## src/rtl/char_anim_sequencer.sv

```systemverilog
// char_anim_sequencer: per-tick player animation sequencer.
// Maps physics state and vertical velocity to animation ID, frame index and
// mirror flag. Landing type is chosen from the peak downward speed seen while
// airborne. LAND and BUMP animations are timed holds that nothing but reset
// can interrupt; anim_done pulses when a hold expires.
// Optional macro CHAR_ANIM_CHARGE_LEVEL_EN: CHARGE steps a saturating charge
// meter through frame_idx instead of showing a single static frame.
`timescale 1ns/1ps
module char_anim_sequencer #(
    parameter int SIGNED_PHY_WIDTH  = 15,
    parameter int FRAME_W           = 3,
    parameter int CNT_W             = 6,
    parameter int IDLE_FRAMES       = 2,
    parameter int WALK_FRAMES       = 4,
    parameter int CHARGE_FRAMES     = 4,
    parameter int FRAME_TICKS       = 16,
    parameter int CHARGE_STEP_TICKS = 8,
    parameter int LAND_TICKS        = 32,
    parameter int BUMP_TICKS        = 8,
    parameter int HARD_LAND_VEL     = 5
) (
    input  logic                        sys_clk,
    input  logic                        sys_rst_n,
    input  logic                        frame_tick,
    input  logic [2:0]                  char_state,
    input  logic [SIGNED_PHY_WIDTH-1:0] vel_y,
    output logic [2:0]                  anim_id,
    output logic [FRAME_W-1:0]          frame_idx,
    output logic                        mirror,
    output logic                        anim_done
);
    localparam int W = SIGNED_PHY_WIDTH;

    // Physics states
    localparam logic [2:0] S_IDLE = 3'd0, S_LEFT = 3'd1, S_RIGHT = 3'd2, S_CHARGE = 3'd3,
                           S_JUMP = 3'd4, S_COLL = 3'd5, S_FALL  = 3'd6, S_HOLD   = 3'd7;
    // Animation IDs
    localparam logic [2:0] A_IDLE = 3'd0, A_WALK = 3'd1, A_CHARGE = 3'd2, A_JUP  = 3'd3,
                           A_JDN  = 3'd4, A_HARD = 3'd5, A_SOFT   = 3'd6, A_BUMP = 3'd7;

    localparam logic [CNT_W-1:0]   FRAME_LAST = CNT_W'(FRAME_TICKS - 1);
    localparam logic [CNT_W-1:0]   LAND_LAST  = CNT_W'(LAND_TICKS - 1);
    localparam logic [CNT_W-1:0]   BUMP_LAST  = CNT_W'(BUMP_TICKS - 1);
    localparam logic [FRAME_W-1:0] IDLE_LAST  = FRAME_W'(IDLE_FRAMES - 1);
    localparam logic [FRAME_W-1:0] WALK_LAST  = FRAME_W'(WALK_FRAMES - 1);
    localparam logic [W-1:0]       HARD_VEL   = W'(HARD_LAND_VEL);
    localparam logic [W-1:0]       VEL_MIN    = {1'b1, {(W-1){1'b0}}};
    localparam logic [W-1:0]       VEL_MAX    = {1'b0, {(W-1){1'b1}}};

    logic             tick_r;
    logic [2:0]       state_r;
    logic [W-1:0]     vel_r;
    logic [W-1:0]     peak_fall;
    logic [CNT_W-1:0] tick_cnt;
    logic [CNT_W-1:0] hold_cnt;

    logic             vel_neg, vel_pos;
    logic [W-1:0]     fall_mag;
    logic             is_land, in_hold, hold_stay, expire;
    logic [CNT_W-1:0] hold_last;
    logic [2:0]       idle_rule, next_anim;
    logic             anim_chg, clr_peak;

    // Register the tick and physics inputs once
    always_ff @(posedge sys_clk or negedge sys_rst_n) begin
        if (!sys_rst_n) begin
            tick_r  <= 1'b0;
            state_r <= '0;
            vel_r   <= '0;
        end else begin
            tick_r  <= frame_tick;
            state_r <= char_state;
            vel_r   <= vel_y;
        end
    end

    // Velocity decode; negating the most negative value saturates
    always_comb begin
        vel_neg  = vel_r[W-1];
        vel_pos  = !vel_r[W-1] && (vel_r != '0);
        fall_mag = (vel_r == VEL_MIN) ? VEL_MAX : (~vel_r + 1'b1);
    end

    // Hold bookkeeping and next-animation priority selection
    always_comb begin
        is_land   = (anim_id == A_HARD) || (anim_id == A_SOFT);
        in_hold   = is_land || (anim_id == A_BUMP);
        hold_last = is_land ? LAND_LAST : BUMP_LAST;
        hold_stay = in_hold && (hold_cnt < hold_last);
        expire    = in_hold && !hold_stay;
        idle_rule = vel_pos ? A_JUP : (vel_neg ? A_JDN : A_IDLE);
        next_anim = idle_rule;
        if (hold_stay) begin
            next_anim = anim_id;
        end else begin
            case (state_r)
                S_COLL:  next_anim = (anim_id != A_BUMP) ? A_BUMP : idle_rule;
                S_FALL: begin
                    if (anim_id == A_JUP || anim_id == A_JDN || anim_id == A_BUMP)
                        next_anim = (peak_fall > HARD_VEL) ? A_HARD : A_SOFT;
                    else
                        next_anim = idle_rule;
                end
                S_JUMP:  next_anim = vel_neg ? A_JDN : A_JUP;
                S_LEFT, S_RIGHT: next_anim = A_WALK;
                S_CHARGE: next_anim = A_CHARGE;
                default: next_anim = idle_rule;
            endcase
        end
        anim_chg = (next_anim != anim_id);
        clr_peak = anim_chg && (next_anim == A_HARD || next_anim == A_SOFT ||
                                next_anim == A_IDLE || next_anim == A_WALK ||
                                next_anim == A_CHARGE);
    end

    // Per-tick state update: animation, counters, frame, mirror, peak fall
    always_ff @(posedge sys_clk or negedge sys_rst_n) begin
        if (!sys_rst_n) begin
            anim_id   <= A_IDLE;
            frame_idx <= '0;
            mirror    <= 1'b0;
            anim_done <= 1'b0;
            tick_cnt  <= '0;
            hold_cnt  <= '0;
            peak_fall <= '0;
        end else begin
            anim_done <= 1'b0;
            if (tick_r) begin
                anim_done <= expire;
                anim_id   <= next_anim;
                if (anim_chg) begin
                    frame_idx <= '0;
                    tick_cnt  <= '0;
                    hold_cnt  <= '0;
                end else if (hold_stay) begin
                    hold_cnt <= hold_cnt + 1'b1;
                end else if (anim_id == A_IDLE || anim_id == A_WALK) begin
                    if (tick_cnt == FRAME_LAST) begin
                        tick_cnt <= '0;
                        if (frame_idx == ((anim_id == A_IDLE) ? IDLE_LAST : WALK_LAST))
                            frame_idx <= '0;
                        else
                            frame_idx <= frame_idx + 1'b1;
                    end else begin
                        tick_cnt <= tick_cnt + 1'b1;
                    end
                end
`ifdef CHAR_ANIM_CHARGE_LEVEL_EN
                else if (anim_id == A_CHARGE) begin
                    if (tick_cnt == CNT_W'(CHARGE_STEP_TICKS - 1)) begin
                        tick_cnt <= '0;
                        if (frame_idx != FRAME_W'(CHARGE_FRAMES - 1))
                            frame_idx <= frame_idx + 1'b1;
                    end else begin
                        tick_cnt <= tick_cnt + 1'b1;
                    end
                end
`else
                // CHARGE is a single static frame in this build
`endif
                if (!hold_stay) begin
                    if (state_r == S_LEFT)       mirror <= 1'b1;
                    else if (state_r == S_RIGHT) mirror <= 1'b0;
                end
                if (clr_peak)
                    peak_fall <= '0;
                else if (vel_neg && (fall_mag > peak_fall))
                    peak_fall <= fall_mag;
            end
        end
    end
endmodule

```

## config.mk

```make
export PLATFORM = sky130hd
export DESIGN_NAME = char_anim_sequencer
export DESIGN_NICKNAME = d
export VERILOG_FILES = /design/src/rtl/char_anim_sequencer.sv
export SDC_FILE = /design/constraint.sdc
export NUM_CORES = 1
export LEC_CHECK = 0
export ABC_AREA = 1
export CORE_MARGIN = 2
export CORE_UTILIZATION = 40
export DETAILED_ROUTE_END_ITERATION = 12
export SYNTH_ARGS = -nofsm -noshare
export SYNTH_HDL_FRONTEND = slang
export SYNTH_SLANG_ARGS = --single-unit
```

## constraint.sdc

```tcl
create_clock -name sys_clk -period 3.1 [get_ports sys_clk]
set_input_delay 0.93 -clock sys_clk [delete_from_list [all_inputs] [get_ports sys_clk]]
set_output_delay 0.93 -clock sys_clk [all_outputs]
set_load 0.05 [all_outputs]
```

==> impl_metrics.yaml, run 1 <==
floorplanning:
  die-area_mm2: 0.00897
  rows: 33
  initial_core_util: 0.407
  dieWidth_um: 94.7
  num_io_pins: 29
  dieHeight_um: 94.7
  core_mm2: 0.00809
critical_path:
  worstSetupEndpoint: "peak_fall[10]"
  crit_arrival_ns: 3.07
  critPathMaxFanout: 9
  r2r-start: "vel_r[6]"
  crit_start: "vel_r[6]"
  crit_type: "reg -> reg"
  r2r_setup_slack_ns: 0.24
  critPathRequiredTime_ns: 3.31
  startpoint_type: "register"
  reg2reg_depth: 16
  end_kind: "register"
  r2r-end: "peak_fall[10]"
drt:
  vias: 2756
  detail_route.wl_per_cell_um: 12.5
  drt_iter0_markers: 134
  postRouteAntennaNets: 0
  dr.pass1.iters: 4
  drc: 0
  via_per_inst: 4.86
  drt_wl_total_mm: 7.11
run:
  maxCapViolCount: 0
grt:
  antenna_found_initial: 0
  grt_max_degree: 26
  grt_overflow: 0
  grt_usage: 0.174
  grt_pass1_wl_mm: 12.3
  grt_pass1_vias: 2649
synth:
  synth.largest_area_cell: "dfrtp_1"
  synth_edf_count: 0
  yosysMostFrequentCell: "nand2_1"
  synth_area_leaders: "dfrtp_1 41%, nand2_1 13%, ha_1 8.0%"
  syn-cell-area_mm2: 0.00329
  postSynthNetCount: 463
  post_synth.cell_area_avg_um2: 7.82
  synthCells: 421
  synth_ff_type: "dfrtp_1"
  ys_seq_area_frac: 0.410
  yosys_register_bits: 54
  synthArstFlopShare: 1.00
  netlist.area_leader.share: 0.410
  synth_top_cells_by_count: "118 x nand2_1, 54 x dfrtp_1, 44 x inv_1"
  synth_warnings: 0
  synth.distinct_cells: 39
timing:
  hold_viol: 0
  finalSetupViolCount: 0
  slew_viol_final: 0
  fin_skew_ns: 0.0116
  layout_min_cycle_time_ns: 2.86
  clock.fmax_mhz: 350
  setup-tns-final_ns: 0
  tightest_slew_ns: 0.493
  min_period_over_period: 0.922
  slew_headroom: 0.670
pwr:
  switching_share: 0.426
  powerDensity_mw_per_mm2: 572
  p_switching_w: 0.000957
  peakVddDrop_mv: 0.257
  p_leak_nw: 1.94
  p_comb_frac: 0.419
  pwr-share-seq: 0.401
  power.internal_w: 0.00129
  p_clk_frac: 0.180
final_layout:
  final_util: 0.486
  num_antenna_cells: 0
  fin_area_mm2: 0.00393
  n_fill_cell: 818
  syn_to_final_growth_pct: 19.4
  nets: 503
  drive_gt1_frac: 0.143
placement:
  portBuffers: 28
  dp_hpwl_mm: 5.52
  place.gp.congestion: 0.850
  dpl_cell_area_mm2: 0.00374
clock_tree:
  cts-root-buf: "clkbuf_8"
  clk_pin_slew_ns: 0.10
  cts.sinks: 54
  cts_hold_buffers: 0
  tritoncts: "yes"
  max-clock-path-buffers: 2
  clock_latency_ns: 0.32
  htree_levels: 2
  cts_buffers: 5
hold_path:
  hp-class: "reg -> reg"
run_status:
  outcome: "complete, no violations"
worst min-delay path by stage:
stage | from | to | cells past startpoint
3_3_place_gp | peak_fall[7] | peak_fall[7] | 2
6_report | peak_fall[4] | peak_fall[4] | 2
3_5_place_dp | peak_fall[4] | peak_fall[4] | 2
5_1_grt | sys_rst_n | tick_cnt[2] | 1
4_1_cts | peak_fall[4] | peak_fall[4] | 2
2_1_floorplan | peak_fall[3] | peak_fall[3] | 2
kinds of logic (layout without fill, tap and decap cells):
logic type,count (synthesis),after routing,share of synthesized area
compound gates,34,34,0.0620
buf+inv,56,97,0.0665
xor+xnor,13,13,0.0346
simple gates,243,243,0.347
flops,54,54,0.410
fa+ha+maj,21,21,0.0798
worst max-delay path, stage by stage (launching register included):
cell	delay (ns)
dfrtp_1	0.42
nor2_1	0.11
nand2_1	0.16
nor3_2	0.17
and2_4	0.21
a21oi_1	0.06
nand3b_1	0.21
ha_1	0.34
nand4_1	0.07
or3_1	0.34
nor4_2	0.15
nor2_1	0.06
nand2_1	0.09
inv_1	0.05
buf_4	0.16
nand4_1	0.10
nand2_1	0.06
layout make-up:
cell class                      count  area (um2)  share of cell area
Clock buffer                        5        68.8              0.0175
Clock inverter                      3        21.3             0.00541
Inverter                           50         188              0.0477
Multi-Input combinational cell    311        1810               0.461
Sequential cell                    54        1350               0.344
Tap cell                          105         131              0.0334
Timing Repair Buffer               39         358              0.0910
sequential cells by signal (all words and copies together) (netlist names):
signal / cells
peak_fall: 15
vel_r: 15
hold_cnt: 6
tick_cnt: 6
anim_id: 3
frame_idx: 3
state_r: 3
anim_done: 1
mirror: 1
tick_r: 1
layout by cell type (no fill, tap or decap), drive strengths merged, types with 3 or more instances in the layout:
master and n:
nand3 30, ha 21, clkinv 3, or2 3, inv 49, clkbuf 5, nor3 8, nand3b 4
a21oi 12, o21ai 14, dfrtp 54, clkdlybuf4s50 27, nand2 129, buf 12, xor2 12, nor2 45
nand4 19
per-layer routing:
| layer | track usage | up-vias | routed length, um |
|---|---|---|---|
| li1 | - | 1454 | - |
| met1 | 0.240 | 1266 | 3540 |
| met2 | 0.290 | 30 | 3330 |
| met3 | 0.0223 | 6 | 153 |
| met4 | 0.0459 | 0 | 76 |
| met5 | 0 | - | 0 |
stage by stage:
| stage | std cells | hold slack, ns | total power, W | setup slack [ns] |
|---|---|---|---|---|
| after floorplan | 421 | 0.442 | 0.00158 | 0.0817 |
| after global placement | 558 | 0.459 | 0.00181 | 0.135 |
| after detailed placement | 558 | 0.463 | 0.00183 | 0.0297 |
| after CTS | 566 | 0.487 | 0.00224 | 0.0546 |
| after global routing | 567 | 0.507 | 0.00244 | -0.0172 |
| final | 567 | 0.485 | 0.00225 | 0.242 |
power by group through the flow:
stage               clock network, W  logic, W  registers [W]
global route                0.000447   0.00108       0.000918
finish                      0.000405  0.000942       0.000901
CTS                         0.000419  0.000919       0.000900
floorplan                          0  0.000627       0.000954
global placement                   0  0.000901       0.000911
detailed placement                 0  0.000915       0.000915
repair_timing:
action                                  in CTS  in global routing
buffers inserted                             0                  1
endpoints found under the setup margin      14                 15
pin swaps                                    0                  4
gates resized for setup                      1                 22
Power figures use the tool's default switching activity.
==> inputs of run 2 (changes only) <==
- CAP_MARGIN: unset -> 0
==> results of run 2 <==
The final DEF is identical to that of run 1; final timing and power are the same.
==> inputs of run 3 (changes only) <==
- CORE_ASPECT_RATIO: unset -> 0.5
- GPL_TIMING_DRIVEN: unset -> 0
==> run 3 against run 2 <==
Compared with the run above: wire length is 2.5% higher; combinational power rose by 14%; clock power rose by 57%; sequential cell count unchanged; critical path type unchanged; highest routed layer unchanged.
==> impl_metrics.yaml, run 3 (same netlist as run 1, synthesis figures left out) <==
run_status:
  outcome: "complete, no violations"
final_layout:
  nets: 514
  seq_area_mm2: 0.00135
  n_fill_cell: 764
  num_antenna_cells: 0
  most-common-layout-cells: "108 x nand2_1, 52 x dfrtp_1, 41 x inv_1"
  final_util: 0.528
  finalNonFillerCells: 585
  syn_to_final_growth_pct: 28.3
  final_common_cell: "nand2_1"
  drive_gt1_frac: 0.195
  multi_input_area_mm2: 0.00190
  largestRegisters: "peak_fall (15), vel_r (15)"
hold_path:
  hp-class: "reg -> reg"
  hp-start: "peak_fall[3]"
  hold_depth: 2
  hold_end: "peak_fall[3]"
placement:
  dp_hpwl_mm: 5.39
  placedCellCount: 562
  place.gp.congestion: 0.847
  portBuffers: 28
  place_ws_ns: -0.566
floorplanning:
  core_mm2: 0.00800
  rows: 23
  die-area_mm2: 0.00902
  initial_core_util: 0.411
  dieHeight_um: 68.1
  dieWidth_um: 132
  num_io_pins: 29
grt:
  grt_overflow: 0
  antenna_found_initial: 0
  grt_pass1_vias: 2617
  grt_max_degree: 30
  grt_pass1_wl_mm: 12.1
  grt_usage: 0.171
drt:
  postRouteAntennaNets: 0
  detail_route.wl_per_cell_um: 12.4
  vias: 2831
  via_per_inst: 4.84
  drc: 0
  drt_wl_total_mm: 7.28
  drt_iter0_markers: 113
  dr.pass1.iters: 4
clock_tree:
  cts_hold_buffers: 0
  htree_levels: 2
  clk_pin_slew_ns: 0.07
  cts-root-buf: "clkbuf_16"
  tritoncts: "yes"
  cts_buffers: 5
  clock_latency_ns: 0.29
  cts.sinks: 54
  max-clock-path-buffers: 2
run:
  maxCapViolCount: 0
critical_path:
  end_kind: "register"
  crit_arrival_ns: 3.16
  reg2reg_depth: 20
  critPathMaxFanout: 5
  r2r-start: "vel_r[6]"
  r2r-end: "peak_fall[9]"
  startpoint_type: "register"
  crit_type: "reg -> reg"
  r2r_setup_slack_ns: 0.13
  critPathRequiredTime_ns: 3.28
timing:
  finalSetupViolCount: 0
  setup-tns-final_ns: 0
  hold_ws_ns: 0.475
  tightest_slew_ns: 0.628
  slew_viol_final: 0
  min_period_over_period: 0.959
  rsz0062_at_grt: "yes"
  hold_viol: 0
  fin_skew_ns: 0.00304
  clock.fmax_mhz: 336
  slew_headroom: 0.581
  setup_slack_ns: 0.127
  layout_min_cycle_time_ns: 2.97
pwr:
  p_leak_nw: 2.05
  powerDensity_mw_per_mm2: 619
  power.internal_w: 0.00159
  switching_share: 0.392
  p_clk_frac: 0.243
  peakVddDrop_mv: 0.253
  p_switching_w: 0.00102
  pwr-share-seq: 0.348
  p_comb_frac: 0.409
==> run 3: worst max-delay path by stage <==
| stage | start | end | slack [ns] | depth (start not counted) |
|---|---|---|---|---|
| 6_report | vel_r[6] | peak_fall[9] | 0.13 | 20 |
| 4_1_cts | vel_r[0] | peak_fall[9] | -0.03 | 21 |
| 3_5_place_dp | vel_r[0] | peak_fall[6] | -0.57 | 19 |
| 5_1_grt | vel_r[7] | peak_fall[2] | -0.03 | 20 |
| 2_1_floorplan | vel_r[0] | peak_fall[10] | 0.08 | 19 |
| 3_3_place_gp | sys_rst_n | peak_fall[4] | -0.63 | 1 |
==> run 3: cell type report <==
cell class,count,area share
multi-input cells,311,0.449
flip-flops and latches,54,0.321
repair buffers,44,0.102
inverters,50,0.0444
well taps,112,0.0332
clock buffers,5,0.0296
plain buffers,6,0.0119
clock inverters,3,0.00948
==> run 3: what timing repair did <==
action                                  in CTS  in global routing
cloned                                       0                  1
pin swaps                                    7                 15
setup buffers                                4                 10
endpoints found under the hold margin        0                  0
endpoints found under the setup margin      15                 15
gates resized for setup                     20                 30
==> run 3: critical path: stages (launching register included) <==
cell	delay, ns
dfrtp_1	0.41
nor2_2	0.10
nand2_2	0.11
nor3_4	0.22
and2_4	0.20
a21oi_2	0.05
nand3b_1	0.23
ha_4	0.32
buf_4	0.10
nand2_2	0.06
nor2_2	0.11
nand2_1	0.06
o211a_1	0.13
o41ai_2	0.06
nand2_1	0.14
buf_6	0.15
nand2_8	0.07
nand2_8	0.07
clkbuf_16	0.17
nand2_2	0.05
nand2_1	0.04
==> run 3: power by group through the flow <==
| stage | Sequential, W | Combinational [W] | Clock [W] |
|---|---|---|---|
| final | 0.000911 | 0.00107 | 0.000635 |
| after global routing | 0.000924 | 0.00121 | 0.000692 |
| after CTS | 0.000904 | 0.000950 | 0.000650 |
| after detailed placement | 0.000917 | 0.000923 | 0 |
| after global placement | 0.000917 | 0.000918 | 0 |
| after floorplan | 0.000954 | 0.000627 | 0 |
==> run 3: per-stage QoR <==
stage	power (W)	area (um2)
6_report	0.00262	4220
4_1_cts	0.00250	3990
5_1_grt	0.00283	4220
2_1_floorplan	0.00158	3290
3_3_place_gp	0.00184	3710
3_5_place_dp	0.00184	3730
==> run 3: routing by layer <==
metal	wire (um)	up-vias	global-route usage	part of all wire
met2	3270	32	0.291	0.45
met5	0	-	0	0
li1	-	1473	-	-
met3	208	4	0.0356	0.029
met4	46	0	0.0390	0.0063
met1	3760	1322	0.230	0.52
